[src/rtl/csi_rx_pkg.sv]
// Shared types and helpers for the CSI-2 receive lane word aligner.
//   wa_state_t  : word-aligner FSM states
//   BYTE_W      : width of one lane byte
//   clamp_lanes : maps a requested lane count onto 1..max_lanes
package csi_rx_pkg;

    localparam int BYTE_W = 8;

    typedef enum logic [1:0] {IDLE, WAIT_ALL, ALIGNED, ERROR} wa_state_t;

    // A request of 0 or more lanes than are built means "use all of them".
    function automatic int unsigned clamp_lanes(input int unsigned req,
                                                input int unsigned max_lanes);
        return (req == 0 || req > max_lanes) ? max_lanes : req;
    endfunction

endpackage

[src/rtl/csi_rx_n_lane_word_align_if.sv]
// Bus between the packet-handler side and the lane word aligner.
//   master : drives enable, active_lanes, wait_for_sync, packet_done,
//            byte_in, valid_in; receives the aligned word and status
//   slave  : the aligner itself
interface csi_rx_n_lane_word_align_if #(
    parameter int NUM_LANES = 4,
    parameter int MAX_SKEW  = 4,
    parameter int ERR_CNT_W = 8
);
    import csi_rx_pkg::*;

    localparam int AL_W = $clog2(NUM_LANES) + 1;
    localparam int MS_W = $clog2(MAX_SKEW);

    logic                          enable;
    logic [AL_W-1:0]               active_lanes;
    logic                          wait_for_sync;
    logic                          packet_done;
    logic [BYTE_W*NUM_LANES-1:0]   byte_in;
    logic [NUM_LANES-1:0]          valid_in;
    logic [BYTE_W*NUM_LANES-1:0]   word_out;
    logic                          valid_out;
    logic                          packet_done_out;
    logic                          skew_err;
    logic [ERR_CNT_W-1:0]          skew_err_cnt;
    logic [MS_W-1:0]               max_skew_seen;

    modport master (
        output enable, active_lanes, wait_for_sync, packet_done, byte_in, valid_in,
        input  word_out, valid_out, packet_done_out, skew_err, skew_err_cnt, max_skew_seen
    );

    modport slave (
        input  enable, active_lanes, wait_for_sync, packet_done, byte_in, valid_in,
        output word_out, valid_out, packet_done_out, skew_err, skew_err_cnt, max_skew_seen
    );

endinterface

[src/rtl/csi_rx_lane_delay.sv]
// Per-lane byte delay line with a tap mux.
//   clk, rst_n : byte clock, async active-low reset
//   en         : shift enable (line holds when low)
//   byte_in    : current lane byte (tap 0)
//   tap        : delay in cycles, 0..MAX_SKEW-1
//   byte_out   : byte_in delayed by tap cycles
module csi_rx_lane_delay
    import csi_rx_pkg::*;
#(
    parameter  int MAX_SKEW = 4,
    localparam int TAP_W    = $clog2(MAX_SKEW)
) (
    input  logic              clk,
    input  logic              rst_n,
    input  logic              en,
    input  logic [BYTE_W-1:0] byte_in,
    input  logic [TAP_W-1:0]  tap,
    output logic [BYTE_W-1:0] byte_out
);
    localparam int DEPTH = MAX_SKEW - 1;
    localparam int DL_N  = 2 ** TAP_W;

    logic [DEPTH-1:0][BYTE_W-1:0] sr_q, sr_d;
    logic [DL_N-1:0][BYTE_W-1:0]  dl;

    always_comb begin
        sr_d = sr_q;
        if (en) begin
            sr_d[0] = byte_in;
            for (int k = 1; k < DEPTH; k++) sr_d[k] = sr_q[k-1];
        end
    end

    always_ff @(posedge clk or negedge rst_n) begin
        if (!rst_n) sr_q <= '0;
        else        sr_q <= sr_d;
    end

    // Tap k = k cycles of delay; unreachable taps (non power-of-two depth) read 0.
    for (genvar k = 0; k < DL_N; k++) begin : g_tap
        if (k == 0) begin : g_now
            assign dl[k] = byte_in;
        end else if (k < MAX_SKEW) begin : g_old
            assign dl[k] = sr_q[k-1];
        end else begin : g_none
            assign dl[k] = '0;
        end
    end

    assign byte_out = dl[tap];

endmodule

[src/rtl/csi_rx_n_lane_word_align.sv]
// N-lane CSI-2 word aligner: removes inter-lane skew of up to MAX_SKEW-1
// byte clocks and emits one lane-aligned word per byte clock.
//   byte_clock, reset_n : clock, async active-low reset
//   bus (slave)         : enable, active_lanes, wait_for_sync, packet_done,
//                         byte_in/valid_in in; word_out/valid_out,
//                         packet_done_out, skew_err, skew_err_cnt,
//                         max_skew_seen out (all registered)
module csi_rx_n_lane_word_align
    import csi_rx_pkg::*;
#(
    parameter int NUM_LANES = 4,
    parameter int MAX_SKEW  = 4,
    parameter int ERR_CNT_W = 8
) (
    input  logic                              byte_clock,
    input  logic                              reset_n,
    csi_rx_n_lane_word_align_if.slave         bus
);
    localparam int AL_W = $clog2(NUM_LANES) + 1;
    localparam int MS_W = $clog2(MAX_SKEW);
    localparam int SC_W = MS_W + 1;

    wa_state_t                        state_q, state_d;
    logic [AL_W-1:0]                  nlanes_q, nlanes_d;
    logic [SC_W-1:0]                  skew_cnt_q, skew_cnt_d;
    logic [NUM_LANES-1:0]             arrived_q, arrived_d;
    logic [NUM_LANES-1:0][MS_W-1:0]   arr_q, arr_d;
    logic [NUM_LANES-1:0][MS_W-1:0]   tap_q, tap_d;
    logic [NUM_LANES-1:0][BYTE_W-1:0] word_out_q, word_out_d;
    logic                             valid_out_q, valid_out_d;
    logic                             pdo_q, pdo_d;
    logic                             skew_err_q, skew_err_d;
    logic [ERR_CNT_W-1:0]             err_cnt_q, err_cnt_d;
    logic [MS_W-1:0]                  max_skew_q, max_skew_d;

    logic [NUM_LANES-1:0]             lane_mask;
    logic [NUM_LANES-1:0]             vld_act;
    logic [NUM_LANES-1:0]             new_arr;
    logic [NUM_LANES-1:0][BYTE_W-1:0] lane_byte;

    // Delay lines look up tap_d so the word registered on the aligning
    // cycle already uses the freshly computed taps.
    for (genvar l = 0; l < NUM_LANES; l++) begin : g_lane
        csi_rx_lane_delay #(.MAX_SKEW(MAX_SKEW)) u_dly (
            .clk      (byte_clock),
            .rst_n    (reset_n),
            .en       (bus.enable),
            .byte_in  (bus.byte_in[l*BYTE_W +: BYTE_W]),
            .tap      (tap_d[l]),
            .byte_out (lane_byte[l])
        );
    end

    always_comb begin
        state_d    = state_q;
        nlanes_d   = nlanes_q;
        skew_cnt_d = skew_cnt_q;
        arrived_d  = arrived_q;
        arr_d      = arr_q;
        tap_d      = tap_q;
        pdo_d      = 1'b0;
        skew_err_d = skew_err_q;
        err_cnt_d  = err_cnt_q;
        max_skew_d = max_skew_q;
        new_arr    = '0;

        if (state_q == IDLE)
            nlanes_d = AL_W'(clamp_lanes(32'(bus.active_lanes), NUM_LANES));

        for (int l = 0; l < NUM_LANES; l++) lane_mask[l] = (l < int'(nlanes_d));
        vld_act = bus.valid_in & lane_mask;

        case (state_q)
            IDLE: begin
                skew_cnt_d = '0;
                arrived_d  = '0;
                arr_d      = '0;
                tap_d      = '0;
                if (bus.wait_for_sync && (|vld_act)) begin
                    arrived_d  = vld_act;
                    skew_err_d = 1'b0;
                    // The arming cycle counts as skew 0, so the first WAIT_ALL
                    // cycle already sits at skew 1.
                    if (vld_act == lane_mask) begin
                        state_d = ALIGNED;
                    end else begin
                        state_d    = WAIT_ALL;
                        skew_cnt_d = SC_W'(1);
                    end
                end
            end
            WAIT_ALL: begin
                new_arr   = vld_act & ~arrived_q;
                arrived_d = arrived_q | vld_act;
                for (int l = 0; l < NUM_LANES; l++)
                    if (new_arr[l]) arr_d[l] = skew_cnt_q[MS_W-1:0];
                if (bus.packet_done) begin
                    state_d = IDLE;
                    pdo_d   = 1'b1;
                end else if (arrived_d == lane_mask) begin
                    state_d = ALIGNED;
                    for (int l = 0; l < NUM_LANES; l++)
                        tap_d[l] = lane_mask[l] ? skew_cnt_q[MS_W-1:0] - arr_d[l] : '0;
                    if (skew_cnt_q[MS_W-1:0] > max_skew_q)
                        max_skew_d = skew_cnt_q[MS_W-1:0];
                end else if (skew_cnt_q == SC_W'(MAX_SKEW - 1)) begin
                    state_d = ERROR;
                    pdo_d   = 1'b1;
                end else begin
                    skew_cnt_d = skew_cnt_q + 1'b1;
                end
            end
            ALIGNED: begin
                if (bus.packet_done) begin
                    state_d = IDLE;
                    pdo_d   = 1'b1;
                end else if (vld_act != lane_mask) begin
                    state_d = ERROR;
                    pdo_d   = 1'b1;
                end
            end
            default: begin  // ERROR: one cycle, then re-arm from IDLE
                state_d    = IDLE;
                skew_err_d = 1'b1;
                if (err_cnt_q != '1) err_cnt_d = err_cnt_q + 1'b1;
            end
        endcase

        valid_out_d = (state_d == ALIGNED);
        for (int l = 0; l < NUM_LANES; l++)
            word_out_d[l] = (valid_out_d && lane_mask[l]) ? lane_byte[l] : '0;
    end

    always_ff @(posedge byte_clock or negedge reset_n) begin
        if (!reset_n) begin
            state_q     <= IDLE;
            nlanes_q    <= '0;
            skew_cnt_q  <= '0;
            arrived_q   <= '0;
            arr_q       <= '0;
            tap_q       <= '0;
            word_out_q  <= '0;
            valid_out_q <= 1'b0;
            pdo_q       <= 1'b0;
            skew_err_q  <= 1'b0;
            err_cnt_q   <= '0;
            max_skew_q  <= '0;
        end else if (bus.enable) begin
            state_q     <= state_d;
            nlanes_q    <= nlanes_d;
            skew_cnt_q  <= skew_cnt_d;
            arrived_q   <= arrived_d;
            arr_q       <= arr_d;
            tap_q       <= tap_d;
            word_out_q  <= word_out_d;
            valid_out_q <= valid_out_d;
            pdo_q       <= pdo_d;
            skew_err_q  <= skew_err_d;
            err_cnt_q   <= err_cnt_d;
            max_skew_q  <= max_skew_d;
        end
    end

    assign bus.word_out        = word_out_q;
    assign bus.valid_out       = valid_out_q;
    assign bus.packet_done_out = pdo_q;
    assign bus.skew_err        = skew_err_q;
    assign bus.skew_err_cnt    = err_cnt_q;
    assign bus.max_skew_seen   = max_skew_q;

endmodule

[src/flat_wrapper.sv]
// flat-port wrapper written by rule: the top's interface ports become plain ports
module csi_rx_n_lane_word_align_flat import csi_rx_pkg::*;
#(
    parameter int NUM_LANES = 4,
    parameter int MAX_SKEW  = 4,
    parameter int ERR_CNT_W = 8
)
  (byte_clock, reset_n, bus_enable, bus_active_lanes, bus_wait_for_sync, bus_packet_done, bus_byte_in, bus_valid_in, bus_word_out, bus_valid_out, bus_packet_done_out, bus_skew_err, bus_skew_err_cnt, bus_max_skew_seen);
  csi_rx_n_lane_word_align_if #(.NUM_LANES(NUM_LANES), .MAX_SKEW(MAX_SKEW), .ERR_CNT_W(ERR_CNT_W)) bus_i ();
  input  logic byte_clock;
  input  logic reset_n;
  input wire logic [$bits(bus_i.enable)-1:0] bus_enable;
  input wire logic [$bits(bus_i.active_lanes)-1:0] bus_active_lanes;
  input wire logic [$bits(bus_i.wait_for_sync)-1:0] bus_wait_for_sync;
  input wire logic [$bits(bus_i.packet_done)-1:0] bus_packet_done;
  input wire logic [$bits(bus_i.byte_in)-1:0] bus_byte_in;
  input wire logic [$bits(bus_i.valid_in)-1:0] bus_valid_in;
  output wire logic [$bits(bus_i.word_out)-1:0] bus_word_out;
  output wire logic [$bits(bus_i.valid_out)-1:0] bus_valid_out;
  output wire logic [$bits(bus_i.packet_done_out)-1:0] bus_packet_done_out;
  output wire logic [$bits(bus_i.skew_err)-1:0] bus_skew_err;
  output wire logic [$bits(bus_i.skew_err_cnt)-1:0] bus_skew_err_cnt;
  output wire logic [$bits(bus_i.max_skew_seen)-1:0] bus_max_skew_seen;
  assign bus_i.enable = bus_enable;
  assign bus_i.active_lanes = bus_active_lanes;
  assign bus_i.wait_for_sync = bus_wait_for_sync;
  assign bus_i.packet_done = bus_packet_done;
  assign bus_i.byte_in = bus_byte_in;
  assign bus_i.valid_in = bus_valid_in;
  assign bus_word_out = bus_i.word_out;
  assign bus_valid_out = bus_i.valid_out;
  assign bus_packet_done_out = bus_i.packet_done_out;
  assign bus_skew_err = bus_i.skew_err;
  assign bus_skew_err_cnt = bus_i.skew_err_cnt;
  assign bus_max_skew_seen = bus_i.max_skew_seen;
  csi_rx_n_lane_word_align #(.NUM_LANES(NUM_LANES), .MAX_SKEW(MAX_SKEW), .ERR_CNT_W(ERR_CNT_W)) u_core (.byte_clock(byte_clock), .reset_n(reset_n), .bus(bus_i));
endmodule
[config.mk]
export PLATFORM = sky130hd
export DESIGN_NAME = csi_rx_n_lane_word_align_flat
export DESIGN_NICKNAME = d
export VERILOG_FILES = /design/src/rtl/csi_rx_pkg.sv /design/src/rtl/csi_rx_n_lane_word_align_if.sv /design/src/rtl/csi_rx_lane_delay.sv /design/src/rtl/csi_rx_n_lane_word_align.sv /design/src/flat_wrapper.sv
export SDC_FILE = /design/constraint.sdc
export NUM_CORES = 1
export LEC_CHECK = 0
export BUFFER_PORTS_ARGS = -buffer_cell sky130_fd_sc_hd__buf_2
export CORE_MARGIN = 10
export CORE_UTILIZATION = 40
export CTS_CLUSTER_DIAMETER = 30
export DETAILED_ROUTE_END_ITERATION = 8
export GPL_TIMING_DRIVEN = 0
export HOLD_SLACK_MARGIN = 0.1
export PLACE_DENSITY = 0.6
export SLEW_MARGIN = 20
export SYNTH_ARGS = -nofsm -noshare
export SYNTH_HDL_FRONTEND = slang
export SYNTH_SLANG_ARGS = --single-unit
[constraint.sdc]
create_clock -name byte_clock -period 3.64 [get_ports byte_clock]
set_input_delay 0.182 -clock byte_clock [delete_from_list [all_inputs] [get_ports byte_clock]]
set_output_delay 0.182 -clock byte_clock [all_outputs]
set_load 0.01 [all_outputs]
==> results of run 1 <==
-- sequential cells by signal (all words and copies together), names as in the netlist, 3 cells and up --
name,count
u_core.arr_q,8
u_core.arrived_q,4
u_core.nlanes_q,3
u_core.tap_q,8
u_core.bus.skew_err_cnt,8
u_core.g_lane.u_dly.dl,96
u_core.bus.word_out,32
u_core.skew_cnt_q,3
-- power breakdown --
| group | leakage (uW) | switching (uW) | internal [uW] |
|---|---|---|---|
| clock network | 0.000275 | 819 | 1020 |
| registers | 0.00212 | 283 | 2230 |
| logic | 0.00227 | 1630 | 1070 |
| total | 0.00466 | 2730 | 4330 |
-- worst paths after layout --
path,endpoint,depth (start not counted),start
worst max-delay path,u_core.bus.word_out[15],14,u_core.state_q[0]
worst min-delay path,u_core.nlanes_q[1],3,bus_active_lanes[2]
worst max register to register,u_core.bus.word_out[15],14,u_core.state_q[0]
worst min register to register,u_core.g_lane[2].u_dly.dl[25],2,u_core.g_lane[2].u_dly.dl[17]
max in group asynchronous,u_core.arrived_q[1],3,reset_n
min in group asynchronous,u_core.g_lane[0].u_dly.dl[24],2,reset_n
-- repair_timing --
item / in CTS / in global routing
pin swaps: 3 / 1
endpoints found under the hold margin: 120 / 0
setup buffers: 5 / 3
gates resized for setup: 19 / 33
hold buffers: 36 / 0
endpoints found under the setup margin: 28 / 34
-- cell usage after synthesis (2+ instances only) --
cell type	count
a2111oi_0	25
a22o_1	6
a211o_1	2
nand2_1	57
nor2_1	32
mux2_2	88
a41oi_1	8
a21o_1	2
a21oi_1	35
dfrtp_1	169
clkbuf_1	22
o2111ai_1	3
nor2b_1	24
buf_1	11
a32o_1	7
inv_1	46
nand4_1	4
and2_1	4
a31oi_1	10
o22ai_1	3
o32ai_1	17
o31ai_1	3
xor2_1	7
ha_1	14
a2bb2oi_1	2
o21ai_0	35
nand2b_1	4
and3_1	33
a21boi_0	4
a22oi_1	3
o211ai_1	6
mux2i_1	11
buf_4	2
a211oi_1	44
nand3_1	10
xnor2_1	8
or3_1	2
o21ai_2	3
nor3_1	14
buf_6	3
buf_2	9
-- layout make-up --
class / instances / area [um2] / area share (%)
multi-input combinational: 550 / 4230 / 39.5
clock inverter: 15 / 163 / 1.52
timing repair buffer: 133 / 898 / 8.40
buffer: 46 / 228 / 2.13
clock buffer: 17 / 425 / 3.98
tap: 275 / 344 / 3.22
inverter: 47 / 176 / 1.65
sequential: 169 / 4230 / 39.6
-- metal layers --
layer  vias to the layer above  track usage (%)  routed length [um]
li1                       3341                -                   -
met2                       206             27.2               11300
met5                         -                0                   0
met1                      3542             24.0               11800
met4                         0             4.35                 276
met3                        27             3.30                1280
-- stage by stage --
step / std cells / worst slack [ps] / instance area [um2]
after detailed placement: 1177 / -792 / 9500
after floorplan: 813 / 319 / 8680
after CTS: 1249 / 33.3 / 10500
final: 1252 / 165 / 10700
after global routing: 1252 / 0.391 / 10700
after global placement: 1175 / -788 / 9460
-- worst max-delay path, delay by kind of cell, from the launching register on --
| family | cells | cell delay, ps |
|---|---|---|
| muxes | 2 | 620 |
| AOI/OAI and AO/OA | 4 | 880 |
| and+or+nand+nor | 3 | 520 |
| adders and majority gates | 2 | 470 |
| buffers and inverters | 3 | 420 |
| DFF | 1 | 430 |
-- kinds of logic (layout without fill, tap and decap cells) --
group	count (synthesis)	in the layout	synth area share, %
AOI/OAI and AO/OA	231	231	19.5
and+or+nand+nor	190	190	10.9
DFF	169	169	48.7
muxes	100	100	12.9
buffers and inverters	94	258	4.54
xor gates and xnor gates	15	15	1.51
adders and majority gates	14	14	2.02
-- cells in the final DEF (no fill, tap or decap), types with 11 or more instances in the layout --
cell type      Yosys  layout
mux2_2            88      88
a2111oi_0         25      18
a211oi_1          44      38
mux2i_1           11      11
nor2_1            32      31
nor3_1            14      12
inv_1             46      44
o21ai_0           35      33
nor2b_1           24      24
dlygate4sd3_1      0      36
dfrtp_1          169     167
and3_1            33      33
ha_1              14      13
a21oi_1           35      35
buf_2              9      95
nand2_1           57      54
clkbuf_1          22      18
clkbuf_16          0      17
o32ai_1           17      17
==> qor.txt, run 1 <==
Clock Skews - 15.5 ps
Critical-path cell list - inv_2, ha_4, or3_1, o211ai_1, buf_4, nor2_1, mux2_2, ha_1, nor2_1, mux2_4, a22o_4, buf_6, a2111oi_1, a211oi_1
Slew headroom - 37.7%
Critical-path maximum fanout - 10
Starting Density - 41.0%
Most frequent CP cell - nor2_1
I/O Buffers - 87
Number of cell rows - 53
Crit path arrival time - 3790 ps
Antenna diode count - 0
Top-Level Pins - 89
Die area - 0.0280 mm2
Least-Margin Pin Slew - 935 ps
Final WL - 24,700 um
First-pass GRT wire length - 40,000 um
Fin util - 50.6%
Via-to-Cell Ratio - 5.68
CTS H-Tree Depth - 4
Max-capacitance violation count - 0
Worst setup SP type - register
Async set-reset flop share out of synthesis - 100%
Pin count of the biggest net entering global routing - 87
RSZ-0062 raised after global routing - no
Status - completed
Synthesis-to-finish area growth - 23.2%
# fillers - 1,968
Final Setup Violations - 0
Max Slew Vio Count - 0
Post-Route Setup TNS - 0 ps
Nets - 1,022
CP Data Required Time - 3950 ps
DRC - 0
Placer Congestion - 0.837
Crit end category - register
Max IR drop VDD - 0.000443 V
Prevailing post-synth register cell - dfrtp_1
Min-delay worst type - in2reg
Total iterations of the first detailed-routing run - 5
Number of distinct library cells after synthesis - 62
Root buffer cell - clkbuf_16
Period utilisation layout - 95.5%
Register-to-register setup slack - 160 ps
Pwr/cell area - 660 mW/mm2
Register area share after synthesis - 48.7%
GR Overflow Total - 0
Maximum clock path buffer count - 2
Num CTS Buffers - 17
Ratio of cells with drive above 1 in the final layout - 27.9%
Wirelength per Cell - 19.7 um
Die Wd - 167 um
Achievable Freq - 288 MHz
Final Power - 7050 uW
Area contributors post-synth - dfrtp_1, mux2_2, a211oi_1, a2111oi_0, nand2_1
Gr usage total - 17.4%
Synth top area share - 48.7%
Worst-Skew Late Latency - 440 ps
Mean post-synth cell area - 10.7 um2
Ys Warns - 0
Vias in the first global route - 7,310
Worst hold slack - 122 ps
Crit Path Category - reg2reg
Mapped Nets - 871
Slowest cell on the critical path - dfrtp_2
Die H - 167 um
Antenna violations before repair - 0
Post-detail-place hpwl - 16,600 um
Final Critical Period - 3480 ps
Leakage - 0.00466 uW
#FFs+latches synth - 169
Mapped Cells - 813
TritonCTS clock tree - done
Crit path largest cell delay - 430 ps
ANT nets after route - 0
Fin. Hold Viols - 0
Clk slew on worst S/H paths - 70 ps
EDFF count, synth - 0
1st-iter DRT viols - 431
Cell taking the most area after synthesis - dfrtp_1
Via Count - 7,116
# clock sinks - 169
Core area - 0.0212 mm2
Area of the mapped netlist - 0.00868 mm2
Note: power is estimated with default switching activity, not from simulation.
==> run 2, diff against run 1 <==
- CTS_CLUSTER_DIAMETER: 30 -> default
- PLACE_DENSITY: 0.6 -> 0.68
- RECOVER_POWER: default -> 100
==> run 2 against run 1 <==
The run now ends with max-capacitance violations, max-slew violations left. Critical path depth grew 3. Largest cell class unchanged. Combinational power about the same. Hold slack better by 15 ps. Largest power group unchanged. Global-route usage fell by 0.25 points. Design area is 0.51% lower. Core utilization is 0.26 points lower. Worst setup slack got worse by 88 ps.
==> qor.txt, run 2 (same netlist as run 1, synthesis figures left out) <==
Die H - 167 um (unchanged)
Min-delay worst type - in2reg
Most common cell after layout, fill and taps aside - dfrtp_1
I/O Buffers - 87 (unchanged)
Fin. Hold Viols - 0 (unchanged)
Final Critical Period - 3560 ps (+87.6 ps)
Maximum clock path buffer count - 2 (unchanged)
Post-detail-place hpwl - 16,500 um (-0.62%)
Num CTS Buffers - 17 (unchanged)
Pin count of the biggest net entering global routing - 90 (+3.4%)
CTS H-Tree Depth - 4 (unchanged)
# fillers - 1,863 (-5.3%)
Leakage - 0.00448 uW (-3.8%)
Crit end category - register
Crit path arrival time - 3830 ps (+40 ps)
Clock Skews - 7.51 ps (-7.96 ps)
Crit Path Category - reg2reg
TritonCTS clock tree - done
Max IR drop VDD - 0.000408 V (-8.0%)
Max Slew Vio Count - 81 (+81)
Total iterations of the first detailed-routing run - 5 (unchanged)
Synthesis-to-finish area growth - 22.6%
Critical-path maximum fanout - 10 (unchanged)
Core area - 0.0212 mm2 (unchanged)
Achievable Freq - 281 MHz (-2.5%)
Failing checks - max-capacitance violations, max-slew violations
Slew headroom - -36.2% (-74 points)
Period utilisation layout - 97.9% (+2.4 points)
Most frequent cells in the layout - dfrtp_1, mux2_2, clkbuf_1
Antenna diode count - 0 (unchanged)
Max-capacitance violation count - 1 (+1)
CP Data Required Time - 3910 ps (-40 ps)
Worst setup SP type - register
GR Overflow Total - 0 (unchanged)
Least-Margin Pin Slew - 2040 ps (+1110 ps)
Dpl cell area - 0.00950 mm2 (unchanged)
Vias in the first global route - 7,315 (+0.068%)
Status - finished, violations left
Final WL - 24,300 um (-1.5%)
Starting Density - 41.0% (unchanged)
Ratio of cells with drive above 1 in the final layout - 23.0% (-4.9 points)
Worst-Skew Late Latency - 430 ps (about the same)
1st-iter DRT viols - 547 (+27%)
Number of cell rows - 53 (unchanged)
Clk slew on worst S/H paths - 60 ps (about the same)
# clock sinks - 169 (unchanged)
DRC - 0 (unchanged)
Max reg flops - 96 (unchanged)
Fin util - 50.3% (-0.26 points)
Wirelength per Cell - 19.4 um (-1.5%)
First-pass GRT wire length - 39,400 um (-1.6%)
Final Setup Violations - 0 (unchanged)
Root buffer cell - clkbuf_16
ANT nets after route - 0 (unchanged)
Placer Congestion - 0.870 (+3.9%)
Pwr/cell area - 665 mW/mm2 (+0.87%)
Antenna violations before repair - 0 (unchanged)
Via-to-Cell Ratio - 5.71 (+0.41%)
Gr usage total - 17.1% (-0.25 points)
Design Area, Final - 0.0106 mm2 (-0.51%)
Top-Level Pins - 89 (unchanged)
Die area - 0.0280 mm2 (unchanged)
Via Count - 7,145 (+0.41%)
Die Wd - 167 um (unchanged)
Nets - 1,024 (+0.20%)
## run 2: cell count changes in the layout (fill, tap and decap cells not counted), moves of 3 or more
cell / previous run / this run
a2111oi_2: 1 / 4
a2111oi_0: 18 / 14
clkinv_4: 0 / 3
inv_6: 5 / 0
buf_2: 95 / 50
buf_1: 10 / 2
clkbuf_1: 18 / 73
## run 2: power breakdown
group	switching (uW)	internal (uW)
clock network	745	1110
logic	1650	1060
registers	279	2240
## run 2: worst max-delay path, cell delays in order, from the launching register on
cell      delay (ps)
dfrtp_2          420
inv_2             90
ha_4             190
or3_1            390
o21ai_2          140
buf_6            190
nor2_2            70
nand3_1          150
nand2_1           70
o21ai_1          110
ha_1             190
xor2_1           140
nand4_1          220
and2_4           250
buf_4            160
buf_2            200
a211oi_1         290
o32ai_1          110
## run 2: final cells by class
type / count / area, um2 / share of cell area [%]
inverter: 47 / 176 / 1.66
tap: 275 / 344 / 3.23
multi-input combinational: 550 / 4210 / 39.5
clock buffer: 20 / 457 / 4.29
buffer: 46 / 225 / 2.12
timing repair buffer: 135 / 853 / 8.02
sequential: 169 / 4230 / 39.8
clock inverter: 10 / 146 / 1.38
## run 2: path summary, 6_finish.rpt
path | start | end | slack (ps) | depth (start not counted)
setup / recovery | u_core.state_q[1] | u_core.bus.word_out[16] | 80 | 17
hold / removal | bus_packet_done | u_core.bus.packet_done_out | 140 | 3
setup reg to reg | u_core.state_q[1] | u_core.bus.word_out[16] | 80 | 17
hold reg to reg | u_core.g_lane[2].u_dly.dl[20] | u_core.g_lane[2].u_dly.dl[28] | 490 | 2
max in group asynchronous | reset_n | u_core.state_q[1] | 1500 | 3
min in group asynchronous | reset_n | u_core.g_lane[3].u_dly.dl[17] | 890 | 2
## run 2: layer usage
metal  global-route usage [%]  vias to the layer above  wire, um
li1                         -                     3335         -
met1                     22.9                     3550     11200
met2                     27.4                      227     11500
met3                     3.37                       33      1180
met4                     5.15                        0       341
met5                        0                        -         0
## run 2: repair_timing
item / 4_1_cts / 5_1_grt
setup endpoints to repair: 28 / 34
gates resized for setup: 18 / 33
buffers inserted: 6 / 5
hold buffers: 35 / 0
pin swaps: 3 / 2
endpoints found under the hold margin: 114 / 0
## run 2: through the flow
stage,setup TNS [ps],hold slack [ps],std cells,worst slack (ps),power [uW]
6_report,0,137,1252,77.0,7080
3_3_place_gp,-67180,432,1175,-750,4940
5_1_grt,-158,164,1252,-23.1,7490
3_5_place_dp,-11620,223,1177,-744,4990
2_1_floorplan,0,-114,813,319,4170
4_1_cts,0,122,1247,0.464,6970
==> run 3, diff against run 2 <==
- CORE_UTILIZATION: 40 -> 59
- PLACE_DENSITY: 0.68 -> 0.9
==> run 3 against run 2 <==
The flow still finishes with violations (max-capacitance violations, max-slew violations). Highest routed layer unchanged. Total power decreased by 2.1%. Critical path type unchanged. Routed wire length increased by 8.7%. Die area decreased by 29%. Sequential share of layout area increased by 0.77 points.
==> qor.txt, run 3 (same netlist as run 1, synthesis figures left out) <==
Nets - 1,023 (-0.098%)
Root buffer cell - clkbuf_16
Placer Congestion - 0.916 (+5.3%)
Seq. cell area - 0.00423 mm2 (about the same)
Pin count of the biggest net entering global routing - 104 (+16%)
Starting Density - 59.9% (+19 points)
Worst path bufs/invs - 4 (unchanged)
Hold path depth - 3 (unchanged)
Place WS - -732 ps (+12.3 ps)
Clk slew on worst S/H paths - 60 ps (about the same)
Die area - 0.0200 mm2 (-29%)
WL met1 - 10,000 um (-11%)
Via-to-Cell Ratio - 6.77 (+19%)
Ratio of cells with drive above 1 in the final layout - 22.8% (-0.18 points)
Final Setup Violations - 0 (unchanged)
Leakage - 0.00445 uW (-0.76%)
Final WL - 26,400 um (+8.7%)
TritonCTS clock tree - done
Top-Level Pins - 89 (unchanged)
Worst setup SP type - register
Maximum clock path buffer count - 2 (unchanged)
Die Wd - 141 um (-16%)
Critical-path cell list - inv_2, ha_4, buf_6, o21ai_4, nor3_4, mux2_4, ha_1, xor2_1, or4_4, buf_4, nand2_2, buf_6, a2111oi_1, nor3_1
Status - finished, violations left
Crit end category - register
Gr usage total - 24.6% (+7.5 points)
CTS H-Tree Depth - 4 (unchanged)
Most frequent CP cell - buf_6
Antenna diode count - 0 (unchanged)
Worst Hold End - u_core.nlanes_q[1]
First-pass GRT wire length - 40,300 um (+2.2%)
Post-Route Setup TNS - 0 ps (unchanged)
Die H - 141 um (-16%)
Vias in the first global route - 7,774 (+6.3%)
Worst-Skew Late Latency - 440 ps (about the same)
Slowest cell on the critical path - or4_4
Core area - 0.0145 mm2 (-32%)
Crit Path Category - reg2reg
Max-capacitance violation count - 1 (unchanged)
Total iterations of the first detailed-routing run - 6 (+1)
Number of cell rows - 44 (-17%)
Setup crit start - u_core.state_q[1]
Max IR drop VDD - 0.000463 V (+14%)
I/O Buffers - 87 (unchanged)
Post-detail-place hpwl - 15,900 um (-3.8%)
Most frequent cells in the layout - dfrtp_1, mux2_2, clkbuf_1
RR Endpoint - u_core.bus.word_out[26]
Achievable Freq - 275 MHz (-2.1%)
Top sig layer - met4
Fin cells - 1,160 (-7.3%)
Min-delay worst type - in2reg
Total placed cells including tap cells - 1,086 (-7.7%)
GR Overflow Total - 0 (unchanged)
Met2 routed WL - 12,400 um (+7.3%)
Register-to-register setup slack - 1 ps (-80 ps)
Max reg flops - 96 (unchanged)
CP delay by family, top - simple AND/OR/NAND/NOR gates
Synthesis-to-finish area growth - 20.3%
Final Critical Period - 3640 ps (+75.5 ps)
# clock sinks - 169 (unchanged)
Critical-path maximum fanout - 10 (unchanged)
1st-iter DRT viols - 1,241 (+130%)
Final Power - 6930 uW (-2.1%)
Least-Margin Pin Slew - 1670 ps (-369 ps)
CP Data Required Time - 3960 ps (+50 ps)
# fillers - 917 (-51%)
Most common cell after layout, fill and taps aside - dfrtp_1
Met3 Wirelength - 2680 um (+130%)
Crit path arrival time - 3960 ps (+130 ps)
Via Count - 7,857 (+10%)
Worst Reg-to-Reg Cells - 14 (-3)
DRC - 0 (unchanged)
Failing checks - max-capacitance violations, max-slew violations
Num CTS Buffers - 17 (unchanged)
Wirelength per Cell - 22.7 um (+17%)
Clock Skews - 11.1 ps (+3.58 ps)
Slew headroom - -11.6% (+25 points)
Worst R2R Start - u_core.state_q[1]
Slack of the critical path - 1.49 ps (-75.5 ps)
Pwr/cell area - 664 mW/mm2 (-0.22%)
Fin. Hold Viols - 0 (unchanged)
ANT nets after route - 0 (unchanged)
Max Slew Vio Count - 68 (-16%)
Antenna violations before repair - 0 (unchanged)
Area occupied by multi-input gates - 0.00424 mm2 (+0.71%)
Crit path largest cell delay - 580 ps (+160 ps)
Hold_sp - bus_active_lanes[1]
Period utilisation layout - 100% (+2.1 points)
-- run 3: cell types whose count changed in the layout (fill, tap and decap cells not counted), sizes merged --
| cell | before | now |
|---|---|---|
| bufinv | 3 | 0 |
| clkinv | 4 | 7 |
| clkinvlp | 4 | 1 |
| inv | 46 | 47 |
| clkbuf | 97 | 98 |
-- run 3: cell type report --
cell class / instances / area share [%]
multi-input combinational: 550 / 40.6
tap: 184 / 2.21
clock inverter: 8 / 0.479
timing repair buffer: 134 / 7.83
clock buffer: 22 / 4.35
inverter: 47 / 1.69
sequential: 169 / 40.5
buffer: 46 / 2.34
-- run 3: worst max-delay path by stage --
stage | endpoint | depth (start not counted) | slack (ps)
final | u_core.bus.word_out[26] | 14 | 1
after global routing | u_core.bus.word_out[9] | 13 | -90
after CTS | u_core.bus.word_out[22] | 14 | 3
after detailed placement | u_core.bus.word_out[4] | 15 | -730
after global placement | u_core.bus.word_out[1] | 15 | -600
after floorplan | u_core.bus.word_out[6] | 15 | 320
-- run 3: stage by stage --
stage / hold WS (ps) / util, % / instance area, um2
finish: 108 / 72.1 / 10400
global route: 117 / 72.1 / 10400
CTS: 106 / 71.4 / 10300
detailed placement: 170 / 64.8 / 9390
global placement: 429 / 64.5 / 9340
floorplan: -114 / - / 8680
-- run 3: what timing repair did --
action	CTS	global route
setup endpoints to repair	28	33
resized for setup	22	44
pin swaps	2	6
hold buffers	35	0
hold endpoints to repair	100	0
setup buffers	3	7
-- run 3: worst register-to-register path: cells and delay by family (launching register included) --
kind	cells	cell delay (ps)
AOI/OAI and AO/OA	2	230
DFF	1	450
xor gates and xnor gates	1	190
and+or+nand+nor	4	1270
buffers and inverters	4	670
adders and majority gates	2	400
muxes	1	330
-- run 3: power by group --
part | switching (uW) | internal, uW | leakage, uW | total, uW
Combinational | 1710 | 1040 | 0.00208 | 2750
Clock | 753 | 879 | 0.000250 | 1630
Sequential | 311 | 2240 | 0.00212 | 2550
-- run 3: per-layer routing --
| metal | vias to the layer above | track usage (%) |
|---|---|---|
| met1 | 3765 | 31.3 |
| met4 | 0 | 10.7 |
| met3 | 151 | 6.24 |
| met5 | - | 0 |
| li1 | 3332 | - |
| met2 | 609 | 39.0 |
